File: config.mk
export PLATFORM = sky130hd
export DESIGN_NAME = fifo_wr_arbiter
export DESIGN_NICKNAME = d
export VERILOG_FILES = /design/src/rtl/fifo_arb_pkg.sv /design/src/rtl/fifo_wr_arbiter_rr_pick.sv /design/src/rtl/fifo_wr_arbiter.sv
export SDC_FILE = /design/constraint.sdc
export NUM_CORES = 1
export LEC_CHECK = 0
export BUFFER_PORTS_ARGS = -buffer_cell sky130_fd_sc_hd__clkbuf_2
export CAP_MARGIN = 20
export CORE_ASPECT_RATIO = 1.1
export CORE_MARGIN = 10
export CORE_UTILIZATION = 37
export CTS_BUF_LIST = sky130_fd_sc_hd__clkbuf_2 sky130_fd_sc_hd__clkbuf_4 sky130_fd_sc_hd__clkbuf_8
export CTS_CLUSTER_DIAMETER = 60
export DETAILED_ROUTE_END_ITERATION = 6
export PLACE_DENSITY = 0.61
export SLEW_MARGIN = 20
export SYNTH_ARGS = -nofsm -noshare
export SYNTH_HDL_FRONTEND = slang
export SYNTH_SLANG_ARGS = --single-unit
File: constraint.sdc
create_clock -name clk -period 2.4 [get_ports clk]
set_clock_uncertainty 0.05 [all_clocks]
set_input_delay 0.12 -clock clk [delete_from_list [all_inputs] [get_ports clk]]
set_output_delay 0.12 -clock clk [all_outputs]
set_load 0.01 [all_outputs]
File: src/rtl/fifo_arb_pkg.sv
// Shared types and default constants for the FIFO write arbiter.
// Latency: n/a (declarations only).
// Backpressure: n/a.
package fifo_arb_pkg;

  typedef enum logic [1:0] {
    IDLE    = 2'd0,
    ACTIVE  = 2'd1,
    BLOCKED = 2'd2
  } arb_state_e;

  localparam int N_REQ_DEF     = 4;
  localparam int DW_DEF        = 4;
  localparam int STALL_MAX_DEF = 15;

endpackage

File: src/rtl/fifo_wr_arbiter_rr_pick.sv
// Round-robin search: first set req bit at or above ptr, wrapping past N-1 to 0.
// Latency: purely combinational.
// Backpressure: none; the caller decides whether the pick becomes a grant.
// Ports: req (request vector), ptr (search start), gnt (one-hot pick or 0), idx (index of pick).
module rr_pick #(
  parameter int N  = 4,
  parameter int IW = 2
) (
  input  logic [N-1:0]  req,
  input  logic [IW-1:0] ptr,
  output logic [N-1:0]  gnt,
  output logic [IW-1:0] idx
);

  always_comb begin
    logic          found;
    int            j;
    logic [IW-1:0] jj;
    found = 1'b0;
    j     = 0;
    jj    = '0;
    gnt   = '0;
    idx   = '0;
    for (int off = 0; off < N; off++) begin
      j = int'(ptr) + off;
      if (j >= N) j = j - N;
      jj = IW'(j);
      if (!found && req[jj]) begin
        found   = 1'b1;
        gnt[jj] = 1'b1;
        idx     = jj;
      end
    end
  end

endmodule

File: src/rtl/fifo_wr_arbiter.sv
// Round-robin arbiter funnelling N_REQ producers into one FIFO write port.
// Latency: grant, write strobe and data are combinational in the request cycle.
// Backpressure: no grant while the FIFO is full unless it is also read this cycle.
// Ports: clk/rst_b; req_vld/req_data/req_rdy producer handshake; fifo_full/fifo_read_en
//   FIFO status; fifo_write_en/fifo_write_data/gnt_id FIFO write side; arb_state and
//   stall_err for debug. Define FIFO_ARB_STATS_EN to add gnt_cnt (8-bit grant count per producer).
module fifo_wr_arbiter
  import fifo_arb_pkg::*;
#(
  parameter int N_REQ     = N_REQ_DEF,
  parameter int DW        = DW_DEF,
  parameter int STALL_MAX = STALL_MAX_DEF
) (
  input  logic                     clk,
  input  logic                     rst_b,
  input  logic [N_REQ-1:0]         req_vld,
  input  logic [N_REQ*DW-1:0]      req_data,
  output logic [N_REQ-1:0]         req_rdy,
  input  logic                     fifo_full,
  input  logic                     fifo_read_en,
  output logic                     fifo_write_en,
  output logic [DW-1:0]            fifo_write_data,
  output logic [$clog2(N_REQ)-1:0] gnt_id,
  output logic [1:0]               arb_state,
  output logic                     stall_err
`ifdef FIFO_ARB_STATS_EN
  ,
  output logic [N_REQ*8-1:0]       gnt_cnt
`endif
);

  localparam int IW = $clog2(N_REQ);
  localparam int SW = $clog2(STALL_MAX + 1);
  localparam logic [SW-1:0] STALL_MAX_V = SW'(STALL_MAX);

  arb_state_e      state, state_nxt;
  logic [IW-1:0]   rr_ptr;
  logic [SW-1:0]   stall_cnt, stall_cnt_nxt;
  logic [N_REQ-1:0] pick_gnt;
  logic [IW-1:0]   pick_idx;
  logic            can_wr, any_req, grant;

  rr_pick #(.N(N_REQ), .IW(IW)) u_rr_pick (
    .req (req_vld),
    .ptr (rr_ptr),
    .gnt (pick_gnt),
    .idx (pick_idx)
  );

  // A simultaneous FIFO read frees the slot we are about to fill.
  assign can_wr  = !fifo_full || fifo_read_en;
  assign any_req = |req_vld;
  // Gating with rst_b drops any grant the instant reset asserts.
  assign grant   = rst_b && can_wr && any_req;

  // State register
  always_ff @(posedge clk or negedge rst_b) begin
    if (!rst_b) state <= IDLE;
    else        state <= state_nxt;
  end

  // Next-state logic
  always_comb begin
    state_nxt = BLOCKED;
    if (!any_req)   state_nxt = IDLE;
    else if (grant) state_nxt = ACTIVE;
  end

  // Output logic
  always_comb begin
    arb_state       = state;
    fifo_write_en   = grant;
    req_rdy         = grant ? pick_gnt : '0;
    gnt_id          = grant ? pick_idx : '0;
    fifo_write_data = '0;
    for (int i = 0; i < N_REQ; i++) begin
      if (grant && pick_gnt[i]) fifo_write_data = fifo_write_data | req_data[i*DW +: DW];
    end
  end

  // Blocked-cycle counter: counts only cycles heading into BLOCKED, saturating.
  always_comb begin
    stall_cnt_nxt = '0;
    if (state_nxt == BLOCKED)
      stall_cnt_nxt = (stall_cnt == STALL_MAX_V) ? stall_cnt : stall_cnt + 1'b1;
  end

  always_ff @(posedge clk or negedge rst_b) begin
    if (!rst_b) begin
      rr_ptr    <= '0;
      stall_cnt <= '0;
      stall_err <= 1'b0;
    end else begin
      stall_cnt <= stall_cnt_nxt;
      if (stall_cnt_nxt == STALL_MAX_V) stall_err <= 1'b1;
      // Pointer moves just past the winner so it becomes lowest priority next round.
      if (grant) rr_ptr <= (pick_idx == IW'(N_REQ - 1)) ? '0 : pick_idx + 1'b1;
    end
  end

`ifdef FIFO_ARB_STATS_EN
  always_ff @(posedge clk or negedge rst_b) begin
    if (!rst_b) begin
      gnt_cnt <= '0;
    end else begin
      for (int i = 0; i < N_REQ; i++) begin
        if (grant && pick_gnt[i]) gnt_cnt[i*8 +: 8] <= gnt_cnt[i*8 +: 8] + 8'd1;
      end
    end
  end
`endif

endmodule
==> metrics.md, run 1 <==
| Metric | Value |
|---|---|
| Status | `finished, violations left` |
| Failing checks | `setup timing` |
| Pre-CTS setup slack | `63.3 ps` |
| # IOs | `38` |
| Grt total ovfl | `0` |
| Int Pwr | `1130 µW` |
| Dpl cell area | `1770 µm²` |
| Setup TNS | `-702 ps` |
| Net switching power | `1060 µW` |
| HP Class | `input port to asynchronous set/reset pin` |
| Clock Power Share | `0.084` |
| Sw frac | `0.486` |
| Initial antenna violation count | `0` |
| Seq pwr share | `0.103` |
| Clk Tree Root Cell | `clkbuf_8` |
| Slew @ Worst Pin | `321 ps` |
| Synthesized flop and latch total | `9` |
| Minimum clock period | `2550 ps` |
| Share of post-route cells with drive strength above 1 | `0.360` |
| Crit path max fanout | `8` |
| Warnings, synthesis | `0` |
| First-pass GRT wire length | `7.74 mm` |
| Clock tree sinks | `9` |
| Die height | `85.1 µm` |
| Initial core utilization | `0.387` |
| CTS H-tree lvls | `1` |
| Port Buffer Count | `37` |
| Gpl congestion | `0.905` |
| Area of the core | `3680 µm²` |
| Number of synthesized flops with an enable pin | `0` |
| WHS | `359 ps` |
| Diodes inserted | `0` |
| Worst-case clock buffer depth | `2` |
| Largest net degree at the start of global routing | `19` |
| Most frequent cell after synthesis | `nand4_1` |
| Mapped Cells | `179` |
| First DRT Iteration DRCs | `222` |
| Achievable Freq | `393 MHz` |
| Filler cells | `388` |
| Final period util | `1.06` |
| Number of remaining DRC errors | `0` |
| Die area | `6740 µm²` |
| Unrepaired setup endpoints after global routing | `yes` |
| Area leader, netlist | `dfrtp_1` |
| GRT Total Usage | `0.136` |
| FP Rows | `23` |
| Worst setup EP type | `output pin` |
| Placed cells | `272` |
| Critical path required time | `2230 ps` |
| Area share of the largest cell type after synthesis | `0.158` |
| Mapped Area | `1430 µm²` |
| P&R area growth vs syn | `31.1%` |
| First-pass DRT Iterations | `4` |
| Max stage delay on crit path | `410 ps` |
| Critical-path cell list | `clkinvlp_4, ha_4, mux4_2, or3b_4, a2bb2oi_4, nand3_1, nand4_1, clkbuf_2` |
| Final setup fails | `6` |
| Max VDD drop | `441 µV` |
| Comb power frac | `0.814` |
| Setup ws final | `-147 ps` |
| Max-slew violations | `0` |
| Die X | `79.2 µm` |
| Post-synth top flop | `dfrtp_1` |
| Syn Nets | `212` |
| Most frequent cells after synthesis | `16 x nand4_1, 13 x nand2_1, 11 x nand3_1` |
| Max-Cap Viols | `0` |
| Drt wl/cell | `16.9 µm` |
| Max-slew headroom | `0.780` |
| Sequential share of the synthesized area | `0.158` |
| Fraction of registers with async set or reset after synthesis | `1.00` |
| Leakage power | `0.000837 µW` |
| Clock latency at the later pin of the worst-skew pair | `230 ps` |
| Design Area, Final | `1870 µm²` |
| Slowest-stage cell, CP | `or3b_4` |
| CP Launch Type | `register` |
| Worst Path Arrival | `2380 ps` |
| CTS buffer count | `3` |
| Clk slew on worst S/H paths | `50 ps` |
| Kind of critical path | `register to output pin` |
| Hold Violations, Final | `0` |
| Vias | `1664` |
| Drt total wl | `4.69 mm` |
| Pwr dens | `1170 nW/µm²` |
| Final ANT Viol Nets | `0` |
| Post-synthesis cell type count | `48` |
| Post-DR vias/cell | `5.99` |
| Fin nets | `262` |
| DP HPWL | `3.60 mm` |
| CTS tree | `yes` |
| Number of global-route vias before repair | `1590` |
| Layout Cells excl Fill | `278` |
| Mean Syn Cell Area | `7.96 µm²` |
| Synth top area cells | `dfrtp_1 16%, ha_1 7.9%, nand4_1 7.0%, a22oi_1 4.2%, nand3_1 3.9%` |
==> power groups by stage <==
stage          Combinational [µW]  Sequential, µW  Clock [µW]
3_5_place_dp                 1680             226           0
4_1_cts                      1720             225         191
6_report                     1780             225         183
3_3_place_gp                 1680             226           0
5_1_grt                      1950             229         200
2_1_floorplan                1170             228           0
==> logic make-up (layout without fill, tap and decap cells) <==
| family | count (synthesis) | count (layout) | synth area share |
|---|---|---|---|
| AND/OR/NAND/NOR | 78 | 78 | 0.305 |
| AO/OA/AOI/OAI | 53 | 53 | 0.272 |
| flip-flops | 9 | 9 | 0.158 |
| multiplexers | 12 | 12 | 0.125 |
| adder cells (fa/ha/maj) | 9 | 9 | 0.0790 |
| XOR/XNOR | 1 | 1 | 0.00615 |
| buffers and inverters | 17 | 66 | 0.0553 |
==> layout by cell type, fill, tap and decap left out, types with 3 or more instances in the layout <==
cell type	count
nor3b_1	3
nand2_1	12
nor3_1	5
ha_1	8
inv_1	3
nor2_1	8
mux2i_1	5
o22ai_1	4
buf_4	17
dfrtp_1	9
a21oi_1	8
nor4_1	4
buf_2	5
o21bai_1	5
nand2b_1	5
a22oi_1	8
a211oi_1	5
clkbuf_2	32
mux2_2	3
nand4_1	16
clkbuf_8	3
nand3_1	11
o21ai_0	7
==> state kept, by name, indices dropped and copies added, names as in the netlist <==
| register | count |
|---|---|
| stall_err | 1 |
| rr_ptr | 2 |
| stall_cnt | 4 |
| arb_state | 2 |
==> final timing paths <==
kind	startpoint	to	slack (ps)	depth (start not counted)
min	rst_b	stall_cnt[3]	360	3
max	rr_ptr[1]	fifo_write_data[1]	-150	8
max in group asynchronous	rst_b	arb_state[0]	1760	3
min in group clk	stall_err	stall_err	420	1
max reg2reg	rr_ptr[0]	rr_ptr[1]	240	6
min reg2reg	stall_err	stall_err	420	1
==> routing by layer <==
layer | share of wire | GRT usage
met5 | 0 | 0
met3 | 0.074 | 0.0295
met1 | 0.42 | 0.175
met2 | 0.49 | 0.216
met4 | 0.013 | 0.0457
==> through the flow <==
stage / power [µW] / utilization
finish: 2190 / 0.507
global route: 2380 / 0.507
CTS: 2140 / 0.502
detailed placement: 1910 / 0.481
global placement: 1910 / 0.481
floorplan: 1400 / -
==> repair_timing <==
action / 4_1_cts / 5_1_grt
hold buffers: 1 / 0
hold endpoints to repair: 9 / 0
setup buffers: 1 / 0
resized for setup: 2 / 9
pin swaps: 5 / 3
endpoints found under the setup margin: 6 / 9
==> critical path: cells and delay by family (launching register included) <==
kind | cells | cell delay, ps
mux | 1 | 380
fa+ha+maj | 1 | 300
simple gates | 3 | 600
buf+inv | 2 | 260
compound gates | 1 | 230
flops | 1 | 380
==> cell type report <==
cell class	count	area (µm²)	share of cell area
Sequential cell	9	225	0.121
Tap cell	50	62.6	0.0335
Timing Repair Buffer	56	343	0.184
Multi-Input combinational cell	153	1160	0.622
Inverter	6	26.3	0.0141
Clock buffer	4	48.8	0.0261
(Power assumes the default switching activity.)
==> run 2: changes to the inputs <==
Settings changed: SKIP_CTS_REPAIR_TIMING set to 1.
==> metrics.md, run 2 (same netlist as run 1, synthesis figures left out) <==
| Metric | Value |
|---|---|
| Max-slew violations | `0 (unchanged)` |
| Number of global-route vias before repair | `1574 (-1.0%)` |
| Post-DR vias/cell | `6.03 (+0.78%)` |
| Clk Tree Root Cell | `clkbuf_8` |
| Critical-path cell list | `clkinvlp_4, ha_4, mux4_2, or3b_4, a2bb2oi_4, nand3_1, nand4_1, clkbuf_2` |
| Die X | `79.2 µm (unchanged)` |
| Pwr Total | `2160 µW (-1.6%)` |
| CTS H-tree lvls | `1 (unchanged)` |
| Vias | `1671 (+0.42%)` |
| First-pass DRT Iterations | `4 (unchanged)` |
| Share of post-route cells with drive strength above 1 | `0.352 (-0.00723)` |
| Max VDD drop | `440 µV (-0.23%)` |
| Slowest-stage cell, CP | `or3b_4` |
| Final ANT Viol Nets | `0 (unchanged)` |
| FF-to-FF Start | `rr_ptr[0]` |
| Setup ws final | `-163 ps (-16.4 ps)` |
| Leakage power | `0.000832 µW (-0.61%)` |
| Most frequent cells in the layout | `32 x clkbuf_2, 16 x nand4_1, 16 x buf_4` |
| Fin nets | `261 (-0.38%)` |
| Drt wl/cell | `16.8 µm (-0.56%)` |
| Max reg flops | `4 (unchanged)` |
| CP Launch Type | `register` |
| # IOs | `38 (unchanged)` |
| Die area | `6740 µm² (unchanged)` |
| Comb power frac | `0.811 (-0.003)` |
| Clock tree sinks | `9 (unchanged)` |
| Worst setup EP type | `output pin` |
| Initial antenna violation count | `0 (unchanged)` |
| Status | `finished, violations left` |
| Dpl cell area | `1770 µm² (unchanged)` |
| Clock Power Share | `0.085 (about the same)` |
| CTS tree | `yes` |
| Most flop-heavy register | `stall_cnt` |
| FP Rows | `23 (unchanged)` |
| First-pass GRT wire length | `7.73 mm (about the same)` |
| GRT Total Usage | `0.135 (-0.000426)` |
| Gpl congestion | `0.905 (unchanged)` |
| WHS | `358 ps (-0.989 ps)` |
| Crit path max fanout | `8 (unchanged)` |
| Design Area, Final | `1860 µm² (-0.54%)` |
| Die height | `85.1 µm (unchanged)` |
| DP HPWL | `3.60 mm (unchanged)` |
| Max-slew headroom | `0.778 (-0.00216)` |
| Net switching power | `1050 µW (-1.1%)` |
| Worst-case clock buffer depth | `2 (unchanged)` |
| R2r setup slk | `240 ps (about the same)` |
| CTS buffer count | `3 (unchanged)` |
| Final setup fails | `6 (unchanged)` |
| Pre-CTS setup slack | `63.3 ps (unchanged)` |
| Int Pwr | `1100 µW (-2.0%)` |
| Sw frac | `0.488 (+0.00238)` |
| Failing checks | `setup timing` |
| Worst Path Arrival | `2390 ps (about the same)` |
| Critical path required time | `2230 ps (about the same)` |
| Max-Cap Viols | `0 (unchanged)` |
| Hold Violations, Final | `0 (unchanged)` |
| R2R cell count | `6 (unchanged)` |
| First DRT Iteration DRCs | `336 (+51%)` |
| Drt total wl | `4.65 mm (-0.92%)` |
| Kind of critical path | `register to output pin` |
| Slew @ Worst Pin | `324 ps (+3.16 ps)` |
| Area of the core | `3680 µm² (unchanged)` |
| P&R area growth vs syn | `30.4%` |
| Grt total ovfl | `0 (unchanged)` |
| Clk slew on worst S/H paths | `50 ps (about the same)` |
| Pwr dens | `1160 nW/µm² (-1.0%)` |
| Minimum clock period | `2560 ps (+16.4 ps)` |
| Achievable Freq | `390 MHz (-0.64%)` |
| Critical path launch point | `rr_ptr[1]` |
| Setup TNS | `-807 ps (-105 ps)` |
| Max stage delay on crit path | `420 ps (about the same)` |
| Diodes inserted | `0 (unchanged)` |
| Number of remaining DRC errors | `0 (unchanged)` |
| HP Class | `input port to asynchronous set/reset pin` |
| Unrepaired setup endpoints after global routing | `yes` |
| Clock latency at the later pin of the worst-skew pair | `230 ps (about the same)` |
| Seq pwr share | `0.104 (about the same)` |
| Final period util | `1.07 (+0.00683)` |
| Crit path capture | `fifo_write_data[1]` |
| Largest net degree at the start of global routing | `19 (unchanged)` |
| Most common cell after layout, fill and taps aside | `clkbuf_2` |
| Port Buffer Count | `37 (unchanged)` |
| Initial core utilization | `0.387 (unchanged)` |
| Reg-to-reg endpoint | `rr_ptr[1]` |
## run 2: cell types whose count changed in the layout (fill, tap and decap cells not counted), sizes merged
cell	before	now
buf	23	22
## run 2: final cells by class
cell class	instances	area, µm²
Multi-Input combinational cell	153	1160
Fill cell	388	1830
Sequential cell	9	225
Tap cell	50	62.6
Inverter	6	26.3
Clock buffer	4	48.8
Timing Repair Buffer	55	335
## run 2: worst max-delay path, delay by kind of cell (launching register included)
| kind | cells | cell delay [ps] |
|---|---|---|
| AOI/OAI and AO/OA | 1 | 240 |
| adders and majority gates | 1 | 300 |
| and+or+nand+nor | 3 | 600 |
| muxes | 1 | 390 |
| buffers and inverters | 2 | 260 |
| DFF | 1 | 380 |
## run 2: metal layers
metal  vias up  part of all wire  GRT usage
met5         -                 0          0
met4         0            0.0054     0.0440
met3         4             0.068     0.0295
met2        63              0.49      0.215
met1       805              0.43      0.175
li1        799                 -          -
## run 2: worst min-delay path by stage
stage / start / endpoint / cells after the start
finish: rst_b / stall_cnt[3] / 3
global route: rst_b / stall_cnt[0] / 3
CTS: rst_b / stall_cnt[0] / 2
detailed placement: rst_b / stall_cnt[0] / 2
global placement: rst_b / stall_cnt[0] / 2
floorplan: rst_b / arb_state[0] / 0
## run 2: power groups by stage
stage                     Sequential [µW]  Combinational, µW  Clock [µW]
after floorplan                       228               1170           0
after global placement                226               1680           0
after detailed placement              226               1680           0
after CTS                             225               1690         191
after global routing                  229               1910         200
final                                 225               1750         183
## run 2: metrics by stage
step	instances	util
floorplan	179	-
global placement	272	0.481
detailed placement	272	0.481
CTS	276	0.495
global route	277	0.504
finish	277	0.504
